--- src/rtl/minirisc_sequencer_if.sv ---
// Control/status bundle between the tile I/O decode, the sequencer and the accumulator datapath.
// slave: the sequencer side (loads program, consumes zero flag, drives ALU controls and status).
// master: the tile side that drives loads/start/enable and observes the controls.
interface minirisc_sequencer_if;
  logic       ena;
  logic       prog_we;
  logic [3:0] prog_addr;
  logic [7:0] prog_data;
  logic       start;
  logic       acc_zero;
  logic [2:0] alu_op;
  logic [3:0] operand;
  logic       acc_we;
  logic       out_strobe;
  logic       busy;
  logic       done;
  logic       err;
  logic [3:0] pc_out;
  logic [3:0] state_out;

  modport slave (
    input  ena, prog_we, prog_addr, prog_data, start, acc_zero,
    output alu_op, operand, acc_we, out_strobe, busy, done, err, pc_out, state_out
  );

  modport master (
    output ena, prog_we, prog_addr, prog_data, start, acc_zero,
    input  alu_op, operand, acc_we, out_strobe, busy, done, err, pc_out, state_out
  );
endinterface

--- src/rtl/minirisc_sequencer.sv ---
// Program buffer plus fetch/decode/execute controller for the minirisc accumulator datapath.
// Latency: start edge N -> FETCH N+1, DECODE N+2, EXEC N+3; one instruction every 3 cycles.
// Backpressure: ena=0 freezes every register and masks the acc_we/out_strobe pulses.
module minirisc_sequencer #(
  parameter int PROG_DEPTH = 16,
  parameter int WDOG_MAX   = 255
) (
  input logic                 clk,
  input logic                 rst,
  minirisc_sequencer_if.slave bus
);

  typedef enum logic [3:0] {
    S_IDLE   = 4'd0,
    S_FETCH  = 4'd1,
    S_DECODE = 4'd2,
    S_EXEC   = 4'd3,
    S_HALT   = 4'd4,
    S_ERROR  = 4'd5
  } state_e;

  localparam logic [7:0] WDOG_LIM = 8'(WDOG_MAX);

  localparam logic [3:0] OP_JMP  = 4'h7;
  localparam logic [3:0] OP_JZ   = 4'h8;
  localparam logic [3:0] OP_OUT  = 4'h9;
  localparam logic [3:0] OP_HALT = 4'hF;

  state_e     state_q, state_d;
  logic [3:0] pc_q, pc_d;
  logic [7:0] ir_q, ir_d;
  logic [7:0] wdog_q, wdog_d;
  logic [2:0] alu_op_q, alu_op_d;
  logic [3:0] operand_q, operand_d;
  logic       exe_we_q, exe_we_d;
  logic       exe_out_q, exe_out_d;

  logic [7:0] mem_q [PROG_DEPTH];
  logic       mem_wr;

  logic [3:0] opcode;
  logic [3:0] imm;
  logic [3:0] pc_inc;
  logic [7:0] wdog_inc;
  logic       exec_fire;

  assign opcode   = ir_q[7:4];
  assign imm      = ir_q[3:0];
  assign pc_inc   = pc_q + 4'd1;
  assign wdog_inc = wdog_q + 8'd1;

  // State, PC, IR, watchdog and decoded-control registers; ena=0 is handled by _d holding _q.
  always_ff @(posedge clk) begin
    if (rst) begin
      state_q   <= S_IDLE;
      pc_q      <= '0;
      ir_q      <= '0;
      wdog_q    <= '0;
      alu_op_q  <= '0;
      operand_q <= '0;
      exe_we_q  <= 1'b0;
      exe_out_q <= 1'b0;
    end else begin
      state_q   <= state_d;
      pc_q      <= pc_d;
      ir_q      <= ir_d;
      wdog_q    <= wdog_d;
      alu_op_q  <= alu_op_d;
      operand_q <= operand_d;
      exe_we_q  <= exe_we_d;
      exe_out_q <= exe_out_d;
    end
  end

  // Program buffer: cleared to NOPs on reset, written only when the FSM is not running.
  always_ff @(posedge clk) begin
    if (rst) begin
      for (int i = 0; i < PROG_DEPTH; i++) begin
        mem_q[i] <= '0;
      end
    end else if (mem_wr) begin
      mem_q[bus.prog_addr] <= bus.prog_data;
    end
  end

  // Next-state logic: launch, fetch, decode, execute and watchdog; everything holds when ena=0.
  always_comb begin
    state_d   = state_q;
    pc_d      = pc_q;
    ir_d      = ir_q;
    wdog_d    = wdog_q;
    alu_op_d  = alu_op_q;
    operand_d = operand_q;
    exe_we_d  = exe_we_q;
    exe_out_d = exe_out_q;
    mem_wr    = 1'b0;

    if (bus.ena) begin
      case (state_q)
        S_IDLE, S_HALT, S_ERROR: begin
          // start outranks a same-cycle program write
          if (bus.start) begin
            state_d = S_FETCH;
            pc_d    = '0;
            wdog_d  = '0;
          end else if (bus.prog_we) begin
            mem_wr = 1'b1;
          end
        end

        S_FETCH: begin
          ir_d    = mem_q[pc_q];
          state_d = S_DECODE;
        end

        S_DECODE: begin
          operand_d = imm;
          exe_out_d = (opcode == OP_OUT);
          case (opcode)
            4'h1, 4'h2, 4'h3, 4'h4, 4'h5, 4'h6: begin
              // LDI..XORI map onto ALU codes 0..5 in opcode order
              alu_op_d = opcode[2:0] - 3'd1;
              exe_we_d = 1'b1;
            end
            default: begin
              alu_op_d = 3'd0;
              exe_we_d = 1'b0;
            end
          endcase
          state_d = S_DECODE == state_q ? S_EXEC : state_q;
        end

        S_EXEC: begin
          wdog_d  = wdog_inc;
          state_d = S_FETCH;
          pc_d    = pc_inc;
          case (opcode)
            OP_JMP:  pc_d = imm;
            OP_JZ:   pc_d = bus.acc_zero ? imm : pc_inc;
            OP_HALT: begin
              state_d = S_HALT;
              pc_d    = pc_q;
            end
            4'hA, 4'hB, 4'hC, 4'hD, 4'hE: begin
              state_d = S_ERROR;
              pc_d    = pc_q;
            end
            default: ;
          endcase
          // runaway program: the limiting instruction still completes, then we stop
          if ((wdog_inc == WDOG_LIM) && (opcode != OP_HALT)) begin
            state_d = S_ERROR;
          end
        end

        default: state_d = S_ERROR;
      endcase
    end
  end

  // Execute pulses exist only in an enabled, non-reset EXEC cycle.
  assign exec_fire      = bus.ena && !rst && (state_q == S_EXEC);
  assign bus.acc_we     = exec_fire && exe_we_q;
  assign bus.out_strobe = exec_fire && exe_out_q;

  assign bus.alu_op     = alu_op_q;
  assign bus.operand    = operand_q;
  assign bus.pc_out     = pc_q;
  assign bus.state_out  = state_q;

  // Status purely from registered state.
  assign bus.busy = (state_q == S_FETCH) || (state_q == S_DECODE) || (state_q == S_EXEC);
  assign bus.done = (state_q == S_HALT);
  assign bus.err  = (state_q == S_ERROR);

endmodule

--- src/flat_wrapper.sv ---
// flat-port wrapper written by rule: the top's interface ports become plain ports
module minirisc_sequencer_flat 
#(
  parameter int PROG_DEPTH = 16,
  parameter int WDOG_MAX   = 255
)
  (clk, rst, bus_ena, bus_prog_we, bus_prog_addr, bus_prog_data, bus_start, bus_acc_zero, bus_alu_op, bus_operand, bus_acc_we, bus_out_strobe, bus_busy, bus_done, bus_err, bus_pc_out, bus_state_out);
  minirisc_sequencer_if bus_i ();
  input logic clk;
  input logic rst;
  input wire logic [$bits(bus_i.ena)-1:0] bus_ena;
  input wire logic [$bits(bus_i.prog_we)-1:0] bus_prog_we;
  input wire logic [$bits(bus_i.prog_addr)-1:0] bus_prog_addr;
  input wire logic [$bits(bus_i.prog_data)-1:0] bus_prog_data;
  input wire logic [$bits(bus_i.start)-1:0] bus_start;
  input wire logic [$bits(bus_i.acc_zero)-1:0] bus_acc_zero;
  output wire logic [$bits(bus_i.alu_op)-1:0] bus_alu_op;
  output wire logic [$bits(bus_i.operand)-1:0] bus_operand;
  output wire logic [$bits(bus_i.acc_we)-1:0] bus_acc_we;
  output wire logic [$bits(bus_i.out_strobe)-1:0] bus_out_strobe;
  output wire logic [$bits(bus_i.busy)-1:0] bus_busy;
  output wire logic [$bits(bus_i.done)-1:0] bus_done;
  output wire logic [$bits(bus_i.err)-1:0] bus_err;
  output wire logic [$bits(bus_i.pc_out)-1:0] bus_pc_out;
  output wire logic [$bits(bus_i.state_out)-1:0] bus_state_out;
  assign bus_i.ena = bus_ena;
  assign bus_i.prog_we = bus_prog_we;
  assign bus_i.prog_addr = bus_prog_addr;
  assign bus_i.prog_data = bus_prog_data;
  assign bus_i.start = bus_start;
  assign bus_i.acc_zero = bus_acc_zero;
  assign bus_alu_op = bus_i.alu_op;
  assign bus_operand = bus_i.operand;
  assign bus_acc_we = bus_i.acc_we;
  assign bus_out_strobe = bus_i.out_strobe;
  assign bus_busy = bus_i.busy;
  assign bus_done = bus_i.done;
  assign bus_err = bus_i.err;
  assign bus_pc_out = bus_i.pc_out;
  assign bus_state_out = bus_i.state_out;
  minirisc_sequencer #(.PROG_DEPTH(PROG_DEPTH), .WDOG_MAX(WDOG_MAX)) u_core (.clk(clk), .rst(rst), .bus(bus_i));
endmodule
--- config.mk ---
export PLATFORM = sky130hd
export DESIGN_NAME = minirisc_sequencer_flat
export DESIGN_NICKNAME = d
export VERILOG_FILES = /design/src/rtl/minirisc_sequencer_if.sv /design/src/rtl/minirisc_sequencer.sv /design/src/flat_wrapper.sv
export SDC_FILE = /design/constraint.sdc
export NUM_CORES = 1
export LEC_CHECK = 0
export ABC_CLOCK_PERIOD_IN_PS = 2800
export BUFFER_PORTS_ARGS = -buffer_cell sky130_fd_sc_hd__buf_2
export CORE_MARGIN = 5
export CORE_UTILIZATION = 45
export DETAILED_ROUTE_END_ITERATION = 6
export GPL_TIMING_DRIVEN = 0
export MAX_ROUTING_LAYER = met4
export REMOVE_ABC_BUFFERS = 1
export SLEW_MARGIN = 20
export SYNTH_ARGS = -nofsm -noshare
export SYNTH_HDL_FRONTEND = slang
export SYNTH_SLANG_ARGS = --single-unit
--- constraint.sdc ---
create_clock -name clk -period 2.8 [get_ports clk]
set_input_delay 0.14 -clock clk [delete_from_list [all_inputs] [get_ports clk]]
set_output_delay 0.14 -clock clk [all_outputs]
set_load 0.05 [all_outputs]
==> results of run 1 <==
## per-layer routing
layer | track usage [%] | wire, um | vias to the layer above
met5 | - | 0 | -
met4 | 4.24 | 138 | 0
met3 | 3.80 | 905 | 12
met2 | 29.2 | 8370 | 117
met1 | 24.0 | 7540 | 2299
li1 | - | - | 2196
## path summary, 6_finish.rpt
kind                                             start                                    to  slack (ps)  depth (start not counted)
setup / recovery  u_core.bus.state_out[2]$_SDFFE_PP0P_      u_core.mem_q[8][5]$_SDFFCE_PN0P_         210                          4
hold / removal                                 bus_ena  u_core.bus.state_out[0]$_SDFFE_PP0P_         150                          4
setup reg to reg  u_core.bus.state_out[2]$_SDFFE_PP0P_      u_core.mem_q[8][5]$_SDFFCE_PN0P_         210                          4
hold reg to reg     u_core.bus.operand[3]$_SDFFE_PP0P_    u_core.bus.operand[3]$_SDFFE_PP0P_         450                          2
## power breakdown
| group | internal, uW | switching [uW] | leakage [uW] |
|---|---|---|---|
| clock network | 1310 | 943 | 0.000280 |
| registers | 2630 | 29.7 | 0.00158 |
| logic | 80.2 | 187 | 0.00140 |
## state kept, by name, indices dropped and copies added, names as in the netlist
| signal | count |
|---|---|
| u_core.bus.alu_op | 3 |
| u_core.bus.operand | 4 |
| u_core.bus.pc_out | 4 |
| u_core.bus.state_out | 3 |
| u_core.exe_out_q | 1 |
| u_core.exe_we_q | 1 |
| u_core.ir_q | 8 |
| u_core.mem_q | 128 |
| u_core.wdog_q | 8 |
## area by class of cell
type                       instances  area share, %
inverter                          11          0.470
sequential                       160           51.1
multi-input combinational        377           36.1
tap                              225           3.21
clock inverter                    14           1.58
clock buffer                      18           4.89
timing repair buffer              38           2.59
## through the flow
stage	hold slack (ps)	power [uW]	cells	cell area, um^2	TNS (ps)
3_5_place_dp	447	2980	811	8210	0
3_3_place_gp	443	2970	809	8150	-5810
6_report	151	5180	843	8780	0
5_1_grt	188	5350	843	8780	0
4_1_cts	130	5220	843	8770	0
2_1_floorplan	209	2860	548	7690	-1020
## repair_timing
action / 4_1_cts / 5_1_grt
hold buffers: 0 / 0
resized for setup: 0 / 1
setup endpoints to repair: 0 / 8
## cells by family after synthesis
| family | count (synthesis) | share of synthesized area [%] |
|---|---|---|
| DFF | 160 | 57.1 |
| muxes | 48 | 11.2 |
| xor gates and xnor gates | 2 | 0.223 |
| AOI/OAI and AO/OA | 66 | 5.96 |
| buffers and inverters | 42 | 2.53 |
| and+or+nand+nor | 253 | 21.8 |
| other | 1 | 0.0478 |
| adders and majority gates | 7 | 1.12 |
## worst max-delay path: stages (launching register included)
cell	delay (ps)
sky130_fd_sc_hd__dfxtp_1	550
sky130_fd_sc_hd__nand2b_2	280
sky130_fd_sc_hd__nand3_4	390
sky130_fd_sc_hd__nor4_4	650
sky130_fd_sc_hd__or2_2	370
## cells in the final DEF (no fill, tap or decap), types with 4 or more instances in the layout
cell,n
sky130_fd_sc_hd__a21oi_1,13
sky130_fd_sc_hd__a22oi_1,8
sky130_fd_sc_hd__a31oi_1,5
sky130_fd_sc_hd__and2_1,132
sky130_fd_sc_hd__buf_2,36
sky130_fd_sc_hd__clkbuf_16,17
sky130_fd_sc_hd__clkinv_2,4
sky130_fd_sc_hd__dfxtp_1,30
sky130_fd_sc_hd__edfxtp_1,128
sky130_fd_sc_hd__ha_1,7
sky130_fd_sc_hd__inv_1,10
sky130_fd_sc_hd__mux2i_1,16
sky130_fd_sc_hd__mux4_2,32
sky130_fd_sc_hd__nand2_1,24
sky130_fd_sc_hd__nand2b_1,6
sky130_fd_sc_hd__nand3_1,6
sky130_fd_sc_hd__nor2_1,21
sky130_fd_sc_hd__nor3_1,4
sky130_fd_sc_hd__nor3_4,12
sky130_fd_sc_hd__nor4_4,4
sky130_fd_sc_hd__o211ai_1,7
sky130_fd_sc_hd__o21ai_0,5
sky130_fd_sc_hd__o31ai_1,4
sky130_fd_sc_hd__or2_2,19
==> results summary, run 1 <==
The number of top-level pins is 38. The fraction of registers with async set or reset after synthesis is 0%. The max-capacitance violation count came out at 0. Clock tree synthesis inserted a total of 17 buffers. The total global routing overflow is 0. Setup slack closes at 213 ps. TritonCTS built the clock tree. For this design the ratio of total power to cell area is 590 nW/um^2.

The number of setup buffers added after CTS came out at 0. The number of global-route vias before repair is between 4000 and 5000. The cell leakage power is 0.00326 uW.

The tree is rooted in a sky130_fd_sc_hd__clkbuf_16. The clock latency at the later pin of the worst-skew pair came out at 430 ps. In the final layout, the multi-input gates occupy 3170 um^2.

The critical path data required time came out at 2910 ps. The largest total area in the synthesized netlist belongs to sky130_fd_sc_hd__edfxtp_1. The maximum resistive drop on vdd came out at 380 uV. The wire length of the first global-routing pass came out at 26700 um. The hold violation count in the final report is 0.

The post-synthesis cell count came out at 579. The data arrival time of the worst path came out at 2690 ps. The headroom to the max-slew limit is 46.5%.

The die extent in y came out at 142 um. The via count came out at 4624. The maximum fanout count along the critical path is 16. The HPWL after detailed placement is 11200 um. The path class of the tightest hold or removal check is input port to flip-flop. The synthesized flop and latch total is between 150 and 200. By count the netlist is led by sky130_fd_sc_hd__and2_1, sky130_fd_sc_hd__edfxtp_1, sky130_fd_sc_hd__dfxtp_1, sky130_fd_sc_hd__mux4_2, sky130_fd_sc_hd__nand2_1. The detailed-route wire length per cell is a little over 20 um. The register area is 4490 um^2.

The routability-driven placement congestion ratio came out at 0.801. From synthesis to final layout, the design area changed by 11.9%. The number of detailed-route iterations in the first pass is 4. The horizontal extent of the die came out at 142 um. The area enclosed by the die boundary came out at just over 20000 um^2. Timing analysis after detailed placement gives a worst setup slack of 0.541 ps. The critical path class is flip-flop to flip-flop. The synthesized area per cell is 13.6 um^2. The initial utilization of the core area, before any placement, comes to 45.7%. The count of final max-slew check failures is 0. The placeable core area came out at 17200 um^2.

The number of different library cells used by synthesis comes to 61. The total routed wirelength came out at about 17000 um. The number of inserted filler cells in the final layout is roughly 1500. The final clock period utilization by the worst path is around 90%. No sink is reached through more buffers than the 2 on the longest clock path. The combined global-route utilization of all metal layers came out at 18.2%. The mapped cell area is 7850 um^2. After clock tree synthesis, the clock-pin slew on the worst setup and hold paths is 60 ps. In this run the tool buffered the top-level ports with 36 buffer cells. Ranked by total cell area, the synthesized netlist is headed by sky130_fd_sc_hd__edfxtp_1, sky130_fd_sc_hd__and2_1, sky130_fd_sc_hd__mux4_2, sky130_fd_sc_hd__dfxtp_1, sky130_fd_sc_hd__nor3_4. The number of H-tree levels is 4. The upper clock frequency limit came out at 0.387 GHz. Setup repair after global routing left no endpoint under its margin. The count of flip-flops with a built-in enable after synthesis is roughly 130. Of the synthesized area, sequential elements account for 57.1%. The number of antenna violations at the first check in global routing came out at 0.

The number of setup violations in the final report came out at 0. The most repeated cell in the gate-level netlist after synthesis is sky130_fd_sc_hd__and2_1. The via density per instance came out at 5.49.

The number of core rows came out at 48. STA classifies the critical path startpoint as a flip-flop. The initial detailed-routing violation count came out at 293. The number of antenna diodes in the final layout is 0.

The flow ran to the end, and the final reports show no timing, DRC or antenna violations. The minimum clock period after layout came out at ~2600 ps. The pin count of the biggest net entering global routing is 43.

The post-detailed-route count of antenna-violating nets is 0. The fraction of layout instances using a drive strength above 1 is 24.1%. The top cell type's share of synthesized area came out at 49.0%. The net count of the finished layout is 630.

For the final database, setup skew stands at 7.19 ps. After detailed routing, the number of remaining DRC violations is 0. For this run, the number of Yosys warnings is 0.

The endpoint kind of the worst setup timing path is a flip-flop. In the synthesized netlist the dominant register cell turns out to be sky130_fd_sc_hd__edfxtp_1. The clock net in this run drives a total of 160 sinks. The post-layout utilization of the core is 51.1%.

The actual transition at the worst max-transition pin is 802 ps.
Note: power is estimated with default switching activity, not from simulation.
==> run 2: changes to the inputs <==
Settings changed: CORE_UTILIZATION 45 to 60, PLACE_DENSITY set to 0.78, REMOVE_ABC_BUFFERS 1 to unset.
==> run 2 against run 1 <==
Wire length up 5.1%. Global-route usage up 5.9 points. Count of clock-buffer cells in the layout up 1. Non-clock buffer count up 28. Combinational power up 8.2%. Register-to-register slack better by 300 ps. Highest routed layer unchanged. Worst hold slack worse by 68 ps. Sequential share of layout area down 0.35 points. Flip-flop and latch count unchanged. Core utilization up 18 points.
==> results summary, run 2 (synthesis results as in run 1) <==
Run status: complete, no violations (unchanged). The fraction of layout instances using a drive strength above 1 is 24.1% (about the same). The most flop-heavy register is u_core.mem_q (unchanged). The clock-pin slew on the worst setup and hold paths came to 60 ps (about the same).

The setup TNS came to 0 ps (unchanged). The count of input and output buffers is 35 (was 36). The detailed-route wire length per cell is 21.8 um (was 20.1 um). The number of instances in the placed design came out at 786 (was 811). The number of nets in the synthesized netlist is 604. The CTS tree was yes (unchanged). The total global routing overflow is 0 (unchanged). The endpoint kind of the worst setup timing path was a flip-flop (unchanged). The number of antenna violations at the first check in global routing is 0 (unchanged). The starting density of the core is 61.7% (was 45.7%). The critical path data required time came to 2900 ps (was 2910 ps). The final total power is 5270 uW (was 5180 uW). The number of inserted filler cells in the final layout came out at 914 (was 1492). The area enclosed by the die boundary came out at 15500 um^2 (was 20200 um^2). The number of top-level pins came out at 38 (unchanged).

The clock latency at the later pin of the worst-skew pair came out at 430 ps (about the same). The actual transition at the worst max-transition pin is 811 ps (was 802 ps). The number of detailed-route iterations in the first pass came out at 5 (was 4). The worst min-delay path category is input port to flip-flop (unchanged).

The upper clock frequency limit is 0.437 GHz (was 0.387 GHz). The final clock period utilization by the worst path came out at 81.7% (was 92.4%). The maximum fanout count along the critical path came out at 10 (was 16). The cell leakage power is 0.00332 uW (was 0.00326 uW). The number of sinks on the clock net was 160 (unchanged). The number of gates resized after cts is 0 (unchanged). The combined global-route utilization of all metal layers is 24.1% (was 18.2%). The cell area after placement came out at 8240 um^2 (was 8210 um^2).

The total routed wirelength is 17800 um (was 17000 um). The number of setup violations in the final report is 0 (unchanged). The number of setup buffers added after CTS came to 0 (unchanged). The hold slack is 82.8 ps (was 151 ps). The minimum clock period after layout came out at 2290 ps (was 2590 ps). The headroom to the max-slew limit is 45.5% (was 46.5%). The wire length of the first global-routing pass is 27800 um (was 26700 um). The horizontal extent of the die is 124 um (was 142 um). The number of global-route vias before repair came out at 5082 (was 4695). The placeable core area is 12700 um^2 (was 17200 um^2).

The data arrival time of the worst path came out at 2390 ps (was 2690 ps). The number of H-tree levels came to 4 (unchanged). Most frequent cells in the layout: sky130_fd_sc_hd__and2_1, sky130_fd_sc_hd__edfxtp_1, sky130_fd_sc_hd__buf_2, sky130_fd_sc_hd__mux4_2, sky130_fd_sc_hd__dfxtp_1 (unchanged). The number of nets in the layout came out at 658 (was 630). The residual DRC count came out at 0 (unchanged).

The count of placed standard cells in the final layout, fillers left out is 818 (was 843). Largest registers ranked by flip-flop count: u_core.mem_q x128, u_core.ir_q x8, u_core.wdog_q x8 (unchanged). The number of flip-flops in the largest register is 128 (unchanged). The setup clock skew after layout came to 6.79 ps (was 7.19 ps). The via density per instance came out at 6.16 (was 5.49).

The final instance area is 8830 um^2 (was 8780 um^2). RSZ-0062 raised after global routing: no (unchanged). The HPWL after detailed placement is 12100 um (was 11200 um).

The die extent in y is 124 um (was 142 um). The post-detailed-route count of antenna-violating nets came out at 0 (unchanged). The area growth from synthesis to layout is 12.5% (was 11.9%). The initial detailed-routing violation count is 504 (was 293).

The number of core rows came out at 41 (was 48). The buffer depth of the longest clock path is 2 (unchanged). The critical path class is flip-flop to flip-flop (unchanged). The antenna cell count came out at 0 (unchanged). The cell at the root of the clock tree is sky130_fd_sc_hd__clkbuf_16 (unchanged). The pin count of the biggest net entering global routing is 17 (was 43). The routability-driven placement congestion ratio was 0.876 (was 0.801). The via count came out at 5037 (was 4624). The maximum resistive drop on vdd is 553 uV (was 380 uV). The power density relative to cell area is 597 nW/um^2 (was 590 nW/um^2). The count of final max-slew check failures was 0 (unchanged). The nature of the critical path startpoint is a flip-flop (unchanged). The commonest non-fill, non-tap cell in the layout is sky130_fd_sc_hd__and2_1 (unchanged). The hold-fix buffer count after cts is 0 (unchanged). The total CTS buffers is 17 (unchanged).

The hold violation count in the final report is 0 (unchanged). The max-capacitance violation count came out at 0 (unchanged).
[run 2: cell type report]
| cell class | count | area [um^2] | area share (%) |
|---|---|---|---|
| clock buffers | 19 | 433 | 4.90 |
| plain buffers | 31 | 158 | 1.78 |
| flip-flops and latches | 160 | 4480 | 50.8 |
| inverters | 11 | 41.3 | 0.467 |
| multi-input cells | 377 | 3170 | 35.8 |
| well taps | 172 | 215 | 2.44 |
| clock inverters | 13 | 161 | 1.83 |
| repair buffers | 35 | 175 | 1.98 |
[run 2: path summary, 6_finish.rpt]
path	slack, ps	cells past startpoint	to	startpoint
hold / removal	80	3	u_core.bus.state_out[0]$_SDFFE_PP0P_	bus_ena
hold reg to reg	460	2	u_core.exe_we_q$_SDFFE_PP0P_	u_core.exe_we_q$_SDFFE_PP0P_
setup reg to reg	510	6	u_core.mem_q[13][5]$_SDFFCE_PN0P_	u_core.bus.state_out[0]$_SDFFE_PP0P_
setup / recovery	510	6	u_core.mem_q[13][5]$_SDFFCE_PN0P_	u_core.bus.state_out[0]$_SDFFE_PP0P_
[run 2: metrics by stage]
step,setup WS (ps),utilization [%]
2_1_floorplan,655,-
6_report,511,69.4
3_5_place_dp,532,64.8
5_1_grt,419,69.4
4_1_cts,524,69.4
3_3_place_gp,574,64.8
[run 2: critical path, cell delays in order (launching register included)]
cell and delay [ps]:
sky130_fd_sc_hd__dfxtp_1 340, sky130_fd_sc_hd__buf_4 180, sky130_fd_sc_hd__nand2b_2 160, sky130_fd_sc_hd__nand3_4 210, sky130_fd_sc_hd__buf_6 250, sky130_fd_sc_hd__nor3_4 430, sky130_fd_sc_hd__or2_2 380
[run 2: report_power, final]
group / internal, uW / switching, uW / total, uW
combinational: 89.6 / 199 / 289
sequential: 2630 / 25.3 / 2660
clock: 1400 / 927 / 2330
[run 2: layer usage]
layer  routed length (um)  up-vias  GRT usage, %  share of wire [%]
met4                  404        0          8.19                2.3
met1                 7300     2505          31.2                 41
li1                     -     2254             -                  -
met5                    0        -             -                  0
met2                 8850      248          37.9                 50
met3                 1270       30          5.75                7.1
==> run 3: changes to the inputs <==
Settings changed: ABC_CLOCK_PERIOD_IN_PS 2800 to 2000, CORE_UTILIZATION 60 to 56, PLACE_DENSITY 0.78 to 0.77.
Clock period 2.8 ns to 2 ns, I/O delays scaled along.
==> run 3 against run 2 <==
Non-clock buffer count up 21. Register-to-register slack got worse by 470 ps. Cell area grew 3.5%. Total power increased by 44%. Sequential share of layout area fell by 1.6 points. Critical path depth is the same. Sequential power grew 40%. Critical path type unchanged.
==> results summary, run 3 (synthesis results as in run 1) <==
The critical path class is flip-flop to flip-flop (unchanged). The number of detailed-route iterations in the first pass came out at 5 (unchanged). The maximum fanout count along the critical path is 10 (unchanged). The number of flip-flops in the largest register came out at 128 (unchanged). The initial detailed-routing violation count came out at 371 (was 504). The pin count of the biggest net entering global routing came out at 17 (unchanged). The total CTS buffers came to 17 (unchanged). The via density per instance came out at 5.89 (was 6.16). The upper clock frequency limit came out at 0.511 GHz (was 0.437 GHz). The residual DRC count was 0 (unchanged). Most frequent cells in the layout: sky130_fd_sc_hd__and2_1, sky130_fd_sc_hd__edfxtp_1, sky130_fd_sc_hd__buf_2, sky130_fd_sc_hd__mux4_2 (was sky130_fd_sc_hd__and2_1, sky130_fd_sc_hd__edfxtp_1, sky130_fd_sc_hd__buf_2, sky130_fd_sc_hd__mux4_2, sky130_fd_sc_hd__dfxtp_1).

The number of instances in the placed design came out at 794 (was 786). The commonest non-fill, non-tap cell in the layout is sky130_fd_sc_hd__and2_1 (unchanged). The total internal power is 5830 uW (was 4120 uW). The number of setup violations in the final report is 0 (unchanged). The hold violation count in the final report came out at 0 (unchanged). The actual transition at the worst max-transition pin is 674 ps (was 811 ps). The number of core rows is 43 (was 41). The routability-driven placement congestion ratio came out at 0.847 (was 0.876).

The minimum clock period after layout came out at 1960 ps (was 2290 ps). The headroom to the max-slew limit is 55.1% (was 45.5%). The endpoint kind of the worst setup timing path is a flip-flop (unchanged). The buffer depth of the longest clock path is 2 (unchanged). The number of global-route vias before repair was 4886 (was 5082). The total global routing overflow is 0 (unchanged).

The power density relative to cell area is 829 nW/um^2 (was 597 nW/um^2). The starting density of the core came out at 56.8% (was 61.7%). The number of H-tree levels came out at 4 (unchanged).

The maximum resistive drop on vdd came out at 679 uV (was 553 uV). The net switching power of the design came out at 1750 uW (was 1150 uW). The number of top-level pins came out at 38 (unchanged). The setup clock skew after layout came to 11.1 ps (was 6.79 ps).

The number of antenna violations at the first check in global routing came out at 0 (unchanged). The CTS tree was yes (unchanged). The clock latency at the later pin of the worst-skew pair is 440 ps (was 430 ps). The post-detailed-route count of antenna-violating nets is 0 (unchanged).

The setup TNS was 0 ps (unchanged). The count of final max-slew check failures is 0 (unchanged). The horizontal extent of the die came out at 128 um (was 124 um). The combined global-route utilization of all metal layers is 23.1% (was 24.1%). The data arrival time of the worst path is 2090 ps (was 2390 ps). The worst min-delay path category was input port to flip-flop (unchanged). Run status: complete, no violations (unchanged). The clock-pin slew on the worst setup and hold paths was 70 ps (was 60 ps). The via count is 4990 (was 5037). The detailed-route wire length per cell is 20.8 um (was 21.8 um). The total routed wirelength came out at 17600 um (was 17800 um). The die extent in y is 128 um (was 124 um). The final clock period utilization by the worst path is 97.9% (was 81.7%). The cell area after placement is 8250 um^2 (was 8240 um^2). The area growth from synthesis to layout came out at 16.5% (was 12.5%).

The critical path data required time is 2140 ps (was 2900 ps). The fraction of layout instances using a drive strength above 1 was 28.6% (was 24.1%). The placeable core area is 13800 um^2 (was 12700 um^2). The number of sinks on the clock net was 160 (unchanged). The count of placed standard cells in the final layout, fillers left out came out at 847 (was 818). The combinational power share is 5.6% (was 5.5%). The cell leakage power is 0.00350 uW (was 0.00332 uW). The wire length of the first global-routing pass is 27200 um (was 27800 um).

Largest registers ranked by flip-flop count: u_core.mem_q x128, u_core.ir_q x8, u_core.wdog_q x8 (unchanged). The nature of the critical path startpoint is a flip-flop (unchanged). The HPWL after detailed placement came to 11900 um (was 12100 um).

The max-capacitance violation count is 0 (unchanged). The register share of total power came out at 49.0% (was 50.4%). The count of input and output buffers is 35 (unchanged).

The number of inserted filler cells in the final layout came out at 959 (was 914). The number of nets produced by synthesis came out at 604 (unchanged). The most flop-heavy register was u_core.mem_q (unchanged). The number of nets in the layout came out at 679 (was 658). The final instance area is 9140 um^2 (was 8830 um^2). The antenna cell count came to 0 (unchanged). The area enclosed by the die boundary is 16500 um^2 (was 15500 um^2).

The clock network power share came out at 45.4% (was 44.2%). The switching power as a share of total power is 23.1% (was 21.8%). RSZ-0062 raised after global routing: yes (was no).

The cell at the root of the clock tree is sky130_fd_sc_hd__clkbuf_16 (unchanged).
[run 3: metrics by stage]
step           utilization (%)  total power, uW  worst slack, ps  hold slack (ps)
2_1_floorplan                -             4040             48.0              298
4_1_cts                   65.3             7600             -140             2.30
5_1_grt                   66.1             7800            -23.0             28.6
6_report                  66.1             7580             41.3             18.9
3_5_place_dp              59.7             4190             -266              450
3_3_place_gp              59.7             4170             -199              439
[run 3: final cells by class]
cell class / instances / area [um^2] / area share, %
repair buffers: 56 / 335 / 3.67
multi-input cells: 377 / 3240 / 35.4
flip-flops and latches: 160 / 4490 / 49.1
plain buffers: 31 / 185 / 2.03
clock inverters: 15 / 203 / 2.22
clock buffers: 17 / 425 / 4.65
inverters: 11 / 41.3 / 0.452
well taps: 180 / 225 / 2.46
[run 3: path summary, 6_finish.rpt]
check	endpoint	slack, ps	cells after the start	startpoint
worst max-delay path	u_core.mem_q[1][2]$_SDFFCE_PN0P_	40	6	u_core.bus.state_out[0]$_SDFFE_PP0P_
worst min-delay path	u_core.mem_q[9][0]$_SDFFCE_PN0P_	20	2	bus_prog_data[0]
worst max register to register	u_core.mem_q[1][2]$_SDFFCE_PN0P_	40	6	u_core.bus.state_out[0]$_SDFFE_PP0P_
worst min register to register	u_core.bus.operand[1]$_SDFFE_PP0P_	460	2	u_core.bus.operand[1]$_SDFFE_PP0P_
[run 3: worst max-delay path, cell delays in order, from the launching register on]
cell and delay (ps):
sky130_fd_sc_hd__dfxtp_2 340, sky130_fd_sc_hd__buf_4 170, sky130_fd_sc_hd__nand2b_2 150, sky130_fd_sc_hd__nand3_4 240, sky130_fd_sc_hd__buf_8 260, sky130_fd_sc_hd__nor3_4 220, sky130_fd_sc_hd__or2_4 260
[run 3: power groups by stage]
stage               sequential, uW  clock (uW)  combinational, uW
floorplan                     3790           0                256
global placement              3780           0                388
detailed placement            3790           0                398
CTS                           3720        3470                412
global route                  3720        3620                449
finish                        3720        3440                421
[run 3: per-layer routing]
| layer | share of wire (%) | global-route usage (%) |
|---|---|---|
| met5 | 0 | - |
| met2 | 50 | 35.8 |
| met4 | 2.6 | 9.43 |
| met3 | 9.0 | 7.51 |
| met1 | 39 | 28.2 |
[run 3: timing repair]
| item | CTS | global route |
|---|---|---|
| setup endpoints to repair | 135 | 54 |
| endpoints found under the hold margin | 5 | 0 |
| hold buffers | 1 | 0 |
| pin swaps | 11 | 5 |
| setup buffers | 10 | 10 |
| gates resized for setup | 19 | 11 |
